[src/rtl/nfa_report_pkg.sv]
`default_nettype none
// ============================================================================
// Module      : nfa_report_pkg
// Description : Shared constants and event record for the NFA match reporter.
// Revision    : 1.0 - initial release
// ============================================================================
package nfa_report_pkg;

    localparam int NUM_RULES_DEF = 8;
    localparam int OFF_W_DEF     = 16;

    typedef struct packed {
        logic [NUM_RULES_DEF-1:0] vec;
        logic [OFF_W_DEF-1:0]     off;
    } match_evt_t;

endpackage : nfa_report_pkg
`default_nettype wire

[src/rtl/report_fifo.sv]
`default_nettype none
// ============================================================================
// Module      : report_fifo
// Description : Synchronous FIFO with extra-bit pointers; accepts a push while
//               full when a pop happens on the same edge.
// Revision    : 1.0 - initial release
// ============================================================================
module report_fifo
    import nfa_report_pkg::*;
#(
    parameter int WIDTH = NUM_RULES_DEF + OFF_W_DEF,
    parameter int DEPTH = 4
)(
    input  logic                     clk,
    input  logic                     rst,
    input  logic                     i_push,
    input  logic                     i_pop,
    input  logic [WIDTH-1:0]         i_wdata,
    output logic [WIDTH-1:0]         o_rdata,
    output logic                     o_full,
    output logic                     o_empty,
    output logic [$clog2(DEPTH):0]   o_level
);

    localparam int c_aw = $clog2(DEPTH);

    logic [WIDTH-1:0] r_mem [DEPTH];
    logic [c_aw:0]    r_wptr;
    logic [c_aw:0]    r_rptr;

    logic w_full;
    logic w_empty;
    logic w_do_pop;
    logic w_do_push;

    assign w_empty   = (r_wptr == r_rptr);
    assign w_full    = (r_wptr[c_aw] != r_rptr[c_aw]) &&
                       (r_wptr[c_aw-1:0] == r_rptr[c_aw-1:0]);
    assign w_do_pop  = i_pop && !w_empty;
    // The slot being vacated by the pop is the one the push overwrites.
    assign w_do_push = i_push && (!w_full || w_do_pop);

    always_ff @(posedge clk) begin
        if (rst) begin
            r_wptr <= '0;
            r_rptr <= '0;
        end else begin
            if (w_do_push) begin
                r_wptr <= r_wptr + 1'b1;
            end
            if (w_do_pop) begin
                r_rptr <= r_rptr + 1'b1;
            end
        end
    end

    always_ff @(posedge clk) begin
        if (w_do_push) begin
            r_mem[r_wptr[c_aw-1:0]] <= i_wdata;
        end
    end

    assign o_rdata = w_empty ? '0 : r_mem[r_rptr[c_aw-1:0]];
    assign o_full  = w_full;
    assign o_empty = w_empty;
    assign o_level = r_wptr - r_rptr;

endmodule : report_fifo
`default_nettype wire

[src/rtl/nfa_match_reporter.sv]
`default_nettype none
// ============================================================================
// Module      : nfa_match_reporter
// Description : Stamps non-zero rule match vectors with their byte offset and
//               queues them for the report bus, with sticky status flags.
// Revision    : 1.0 - initial release
// ============================================================================
module nfa_match_reporter
    import nfa_report_pkg::*;
#(
    parameter int NUM_RULES = NUM_RULES_DEF,
    parameter int OFF_W     = OFF_W_DEF,
    parameter int DEPTH     = 4
)(
    input  logic                     clk,
    input  logic                     rst,
    input  logic                     en,
    input  logic                     sos,
    input  logic [NUM_RULES-1:0]     match,
    input  logic                     clr_stat,
    output logic                     m_valid,
    input  logic                     m_ready,
    output logic [NUM_RULES-1:0]     m_vec,
    output logic [OFF_W-1:0]         m_off,
    output logic                     ovf,
    output logic                     off_sat,
    output logic [$clog2(DEPTH):0]   level
);

    localparam int               c_evt_w   = NUM_RULES + OFF_W;
    localparam logic [OFF_W-1:0] c_off_max = '1;

    logic [OFF_W-1:0]   r_off;
    logic               r_ovf;
    logic               r_off_sat;

    logic [OFF_W-1:0]   w_cur_off;
    logic               w_at_max;
    logic               w_evt;
    logic               w_pop;
    logic               w_full;
    logic               w_empty;
    logic               w_drop;
    logic [c_evt_w-1:0] w_rdata;

    assign w_cur_off = sos ? '0 : r_off;
    assign w_at_max  = (w_cur_off == c_off_max);
    assign w_evt     = en && (match != '0);
    assign w_pop     = !w_empty && m_ready;
    assign w_drop    = w_evt && w_full && !w_pop;

    always_ff @(posedge clk) begin
        if (rst) begin
            r_off <= '0;
        end else if (en) begin
            r_off <= w_at_max ? c_off_max : w_cur_off + OFF_W'(1);
        end
    end

    // Set conditions take priority over a simultaneous clear.
    always_ff @(posedge clk) begin
        if (rst) begin
            r_ovf     <= 1'b0;
            r_off_sat <= 1'b0;
        end else begin
            if (w_drop) begin
                r_ovf <= 1'b1;
            end else if (clr_stat) begin
                r_ovf <= 1'b0;
            end
            if (en && w_at_max) begin
                r_off_sat <= 1'b1;
            end else if (clr_stat) begin
                r_off_sat <= 1'b0;
            end
        end
    end

    report_fifo #(
        .WIDTH (c_evt_w),
        .DEPTH (DEPTH)
    ) u_fifo (
        .clk     (clk),
        .rst     (rst),
        .i_push  (w_evt),
        .i_pop   (w_pop),
        .i_wdata ({match, w_cur_off}),
        .o_rdata (w_rdata),
        .o_full  (w_full),
        .o_empty (w_empty),
        .o_level (level)
    );

    assign m_valid = !w_empty;
    assign m_vec   = w_rdata[OFF_W +: NUM_RULES];
    assign m_off   = w_rdata[OFF_W-1:0];
    assign ovf     = r_ovf;
    assign off_sat = r_off_sat;

endmodule : nfa_match_reporter
`default_nettype wire

[config.mk]
export PLATFORM = sky130hd
export DESIGN_NAME = nfa_match_reporter
export DESIGN_NICKNAME = d
export VERILOG_FILES = /design/src/rtl/nfa_report_pkg.sv /design/src/rtl/report_fifo.sv /design/src/rtl/nfa_match_reporter.sv
export SDC_FILE = /design/constraint.sdc
export NUM_CORES = 1
export LEC_CHECK = 0
export ABC_AREA = 1
export CAP_MARGIN = 20
export CELL_PAD_IN_SITES_DETAIL_PLACEMENT = 0
export CELL_PAD_IN_SITES_GLOBAL_PLACEMENT = 1
export CORE_UTILIZATION = 36
export CTS_CLUSTER_DIAMETER = 200
export DETAILED_ROUTE_END_ITERATION = 10
export GPL_ROUTABILITY_DRIVEN = 0
export GPL_TIMING_DRIVEN = 0
export PLACE_DENSITY_LB_ADDON = 0.05
export SYNTH_ARGS = -nofsm -noshare
export SYNTH_HDL_FRONTEND = slang
export SYNTH_SLANG_ARGS = --single-unit
export TNS_END_PERCENT = 1
[constraint.sdc]
create_clock -name clk -period 3 [get_ports clk]
set_clock_uncertainty 0.05 [all_clocks]
set_input_delay 0.6 -clock clk [delete_from_list [all_inputs] [get_ports clk]]
set_output_delay 0.6 -clock clk [all_outputs]
set_load 0.05 [all_outputs]
==> flow_summary.yaml <==
critical_path:
  start_kind: "flip-flop"
  crit_required_ns: 2.35
  crit_fanout: 10
  cp.arrival_ns: 2.28
  rr_worst_depth: 7
  critPathCaptureType: "output pin"
  crit_type: "flip-flop to output pin"
floorplan:
  start_util_pct: 37.1
  die_height_um: 125
  core_area_um2: 14600
  die_x_um: 125
  row_count: 44
  die-area_um2: 15500
  io_pins: 44
sta:
  maxSlewViolCount: 0
  setup_violations: 0
  rsz0062_at_grt: "yes"
  finalHoldViolCount: 0
  period_minus_slack_ns: 2.93
  tightest_slew_ns: 0.851
  max_freq_mhz: 341
  timing.final.crit_share_pct: 97.6
  relSlewSlack_pct: 43.1
route:
  drtIter0Drc: 299
  wire_per_inst_um: 16.3
  drt_wl_total_um: 13100
  drt_pass1_iterations: 5
  via_per_inst: 4.76
  drtAntennaViolNets: 0
  drc: 0
  route.vias.total: 3818
run:
  cap_violations: 0
yosys:
  synth_fp_nets: 572
  synth_area_um2: 5410
  yosysWarnings: 0
  synthTopCellsByArea: "edfxtp_1 53%, nor2_1 9.8%, dfxtp_1 9.6%"
  synth_top_cell_by_area: "edfxtp_1"
  syn_area_per_cell_um2: 9.86
  synth_cell_types: 30
  ys_ff_latch: 122
  ys_seq_area_share_pct: 62.9
  synthArstFlopShare_pct: 0
  synth_flop_cell: "edfxtp_1"
  synth_top_area_share_pct: 53.3
  syn_inst: 549
  synth-edff-count: 96
power:
  intPower_w: 0.00329
  p_sw_share_pct: 34.1
  comb_power_share_pct: 28.1
  p_leak_nw: 2.51
  power.switching_w: 0.00170
  power.share.sequential_pct: 39.2
  p_clk_share_pct: 32.8
  p_per_area_nw_per_um2: 759
  ir_worst_vdd_uv: 377
cts:
  cts_setup_buffers: 0
  clk_latency_ns: 0.40
  numCtsBuffers: 17
  htree_levels: 4
  clk_pin_slew_worst_paths_ns: 0.05
  clock_path_buffers: 2
  cts_sinks: 122
  cts-root-buf: "clkbuf_16"
  tritoncts: "done"
  postCtsHoldBufs: 0
hold_path:
  hold_class: "flip-flop to flip-flop"
  hold_depth: 2
place:
  place_inst: 775
  io_buffers: 41
  dp_hpwl_um: 8710
  placed_area_um2: 6110
layout:
  fin_nets: 633
  area_growth_pct: 21.6
  layout_commonest_cell: "nor2_1"
  final_cells: 802
  mostFrequentLayoutCells: "137 x nor2_1, 96 x edfxtp_1, 67 x o21ai_0, 47 x inv_1, 40 x a21oi_1"
  stdcell_area_um2: 6580
  drive_gt1_share_pct: 13.1
  diodes: 0
  nFillCells: 1406
global_routing:
  antenna_found_initial: 0
  grt_pass1_wl_um: 21200
  gr-total-overflow: 0
  grt_max_degree: 26
  grt_usage_pct: 18.3
  grt_pass1_vias: 3857
status:
  status: "complete, no violations"
## power by group through the flow
stage | registers, W | clock network, W | logic [W]
3_3_place_gp | 0.00199 | 0 | 0.00147
5_1_grt | 0.00196 | 0.00176 | 0.00153
2_1_floorplan | 0.00198 | 0 | 0.000976
4_1_cts | 0.00196 | 0.00169 | 0.00143
3_5_place_dp | 0.00199 | 0 | 0.00149
6_report | 0.00196 | 0.00164 | 0.00140
## worst max-delay path: stages, from the launching register on
cell and delay (ns):
dfxtp_1 0.36, inv_1 0.11, ha_1 0.30, nand2_1 0.15, nor2_4 0.09, buf_4 0.20, a21oi_1 0.12, dlygate4sd2_1 0.54
## final cells by class
class | count | area, µm² | area share [%]
timing repair buffer | 42 | 408 | 6.20
inverter | 52 | 203 | 3.08
multi-input combinational | 351 | 1730 | 26.3
clock inverter | 8 | 35.0 | 0.532
sequential | 122 | 3400 | 51.7
clock buffer | 19 | 433 | 6.58
buffer | 24 | 139 | 2.11
tap | 184 | 230 | 3.50
## cells in the mapped netlist (2+ instances only)
master,count
nand3_1,19
edfxtp_1,96
inv_2,4
clkbuf_1,17
ha_1,8
nand2_2,4
buf_6,2
nor2_1,141
nor2_2,11
a21oi_1,40
o21ai_0,67
buf_2,2
xor2_1,4
dfxtp_1,26
o21ai_1,4
buf_1,2
nand4_1,3
nor2_4,3
inv_1,47
xnor2_1,3
nand2_1,37
## timing repair
action / 4_1_cts / 5_1_grt
gates resized for setup: 64 / 18
pin swaps: 0 / 1
endpoints found under the setup margin: 27 / 34
## through the flow
stage	worst slack (ns)	utilization [%]	setup TNS, ns	total power (W)	hold WS [ns]
detailed placement	-0.364	41.9	-25.09	0.00348	0.412
floorplan	0.341	-	0	0.00295	0.409
CTS	-0.0548	45.1	-0.189	0.00507	0.424
global placement	-1.30	41.5	-123.58	0.00346	0.407
global route	-0.122	45.1	-1.12	0.00525	0.450
finish	0.0706	45.1	0	0.00499	0.416
## routing by layer
metal	wire length (µm)	share of wire (%)	vias to the layer above	track usage, %
li1	-	-	1965	-
met1	6030	46	1789	23.9
met4	40	0.31	0	7.02
met5	0	0	-	0
met3	575	4.4	2	3.65
met2	6440	49	62	29.7
## path summary, 6_finish.rpt
kind | slack [ns] | endpoint | from
worst max-delay path | 0.07 | m_off[13] | u_fifo.r_wptr[0]
worst min-delay path | 0.42 | off_sat | off_sat
worst max register to register | 0.24 | u_fifo.r_mem[3][5] | u_fifo.r_wptr[0]
worst min register to register | 0.42 | off_sat | off_sat
## sequential cells by signal, indices dropped and copies added, names as in the netlist, named ones only
register and count:
off_sat 1, ovf 1, r_off 16, u_fifo.r_mem 96, u_fifo.r_rptr 3, u_fifo.r_wptr 3
## logic make-up after synthesis
group | synth area share [%]
adders and majority gates | 2.22
buffers and inverters | 5.80
xor gates and xnor gates | 1.13
and+or+nand+nor | 17.6
AOI/OAI and AO/OA | 10.4
DFF | 62.9
(Power assumes the default switching activity.)
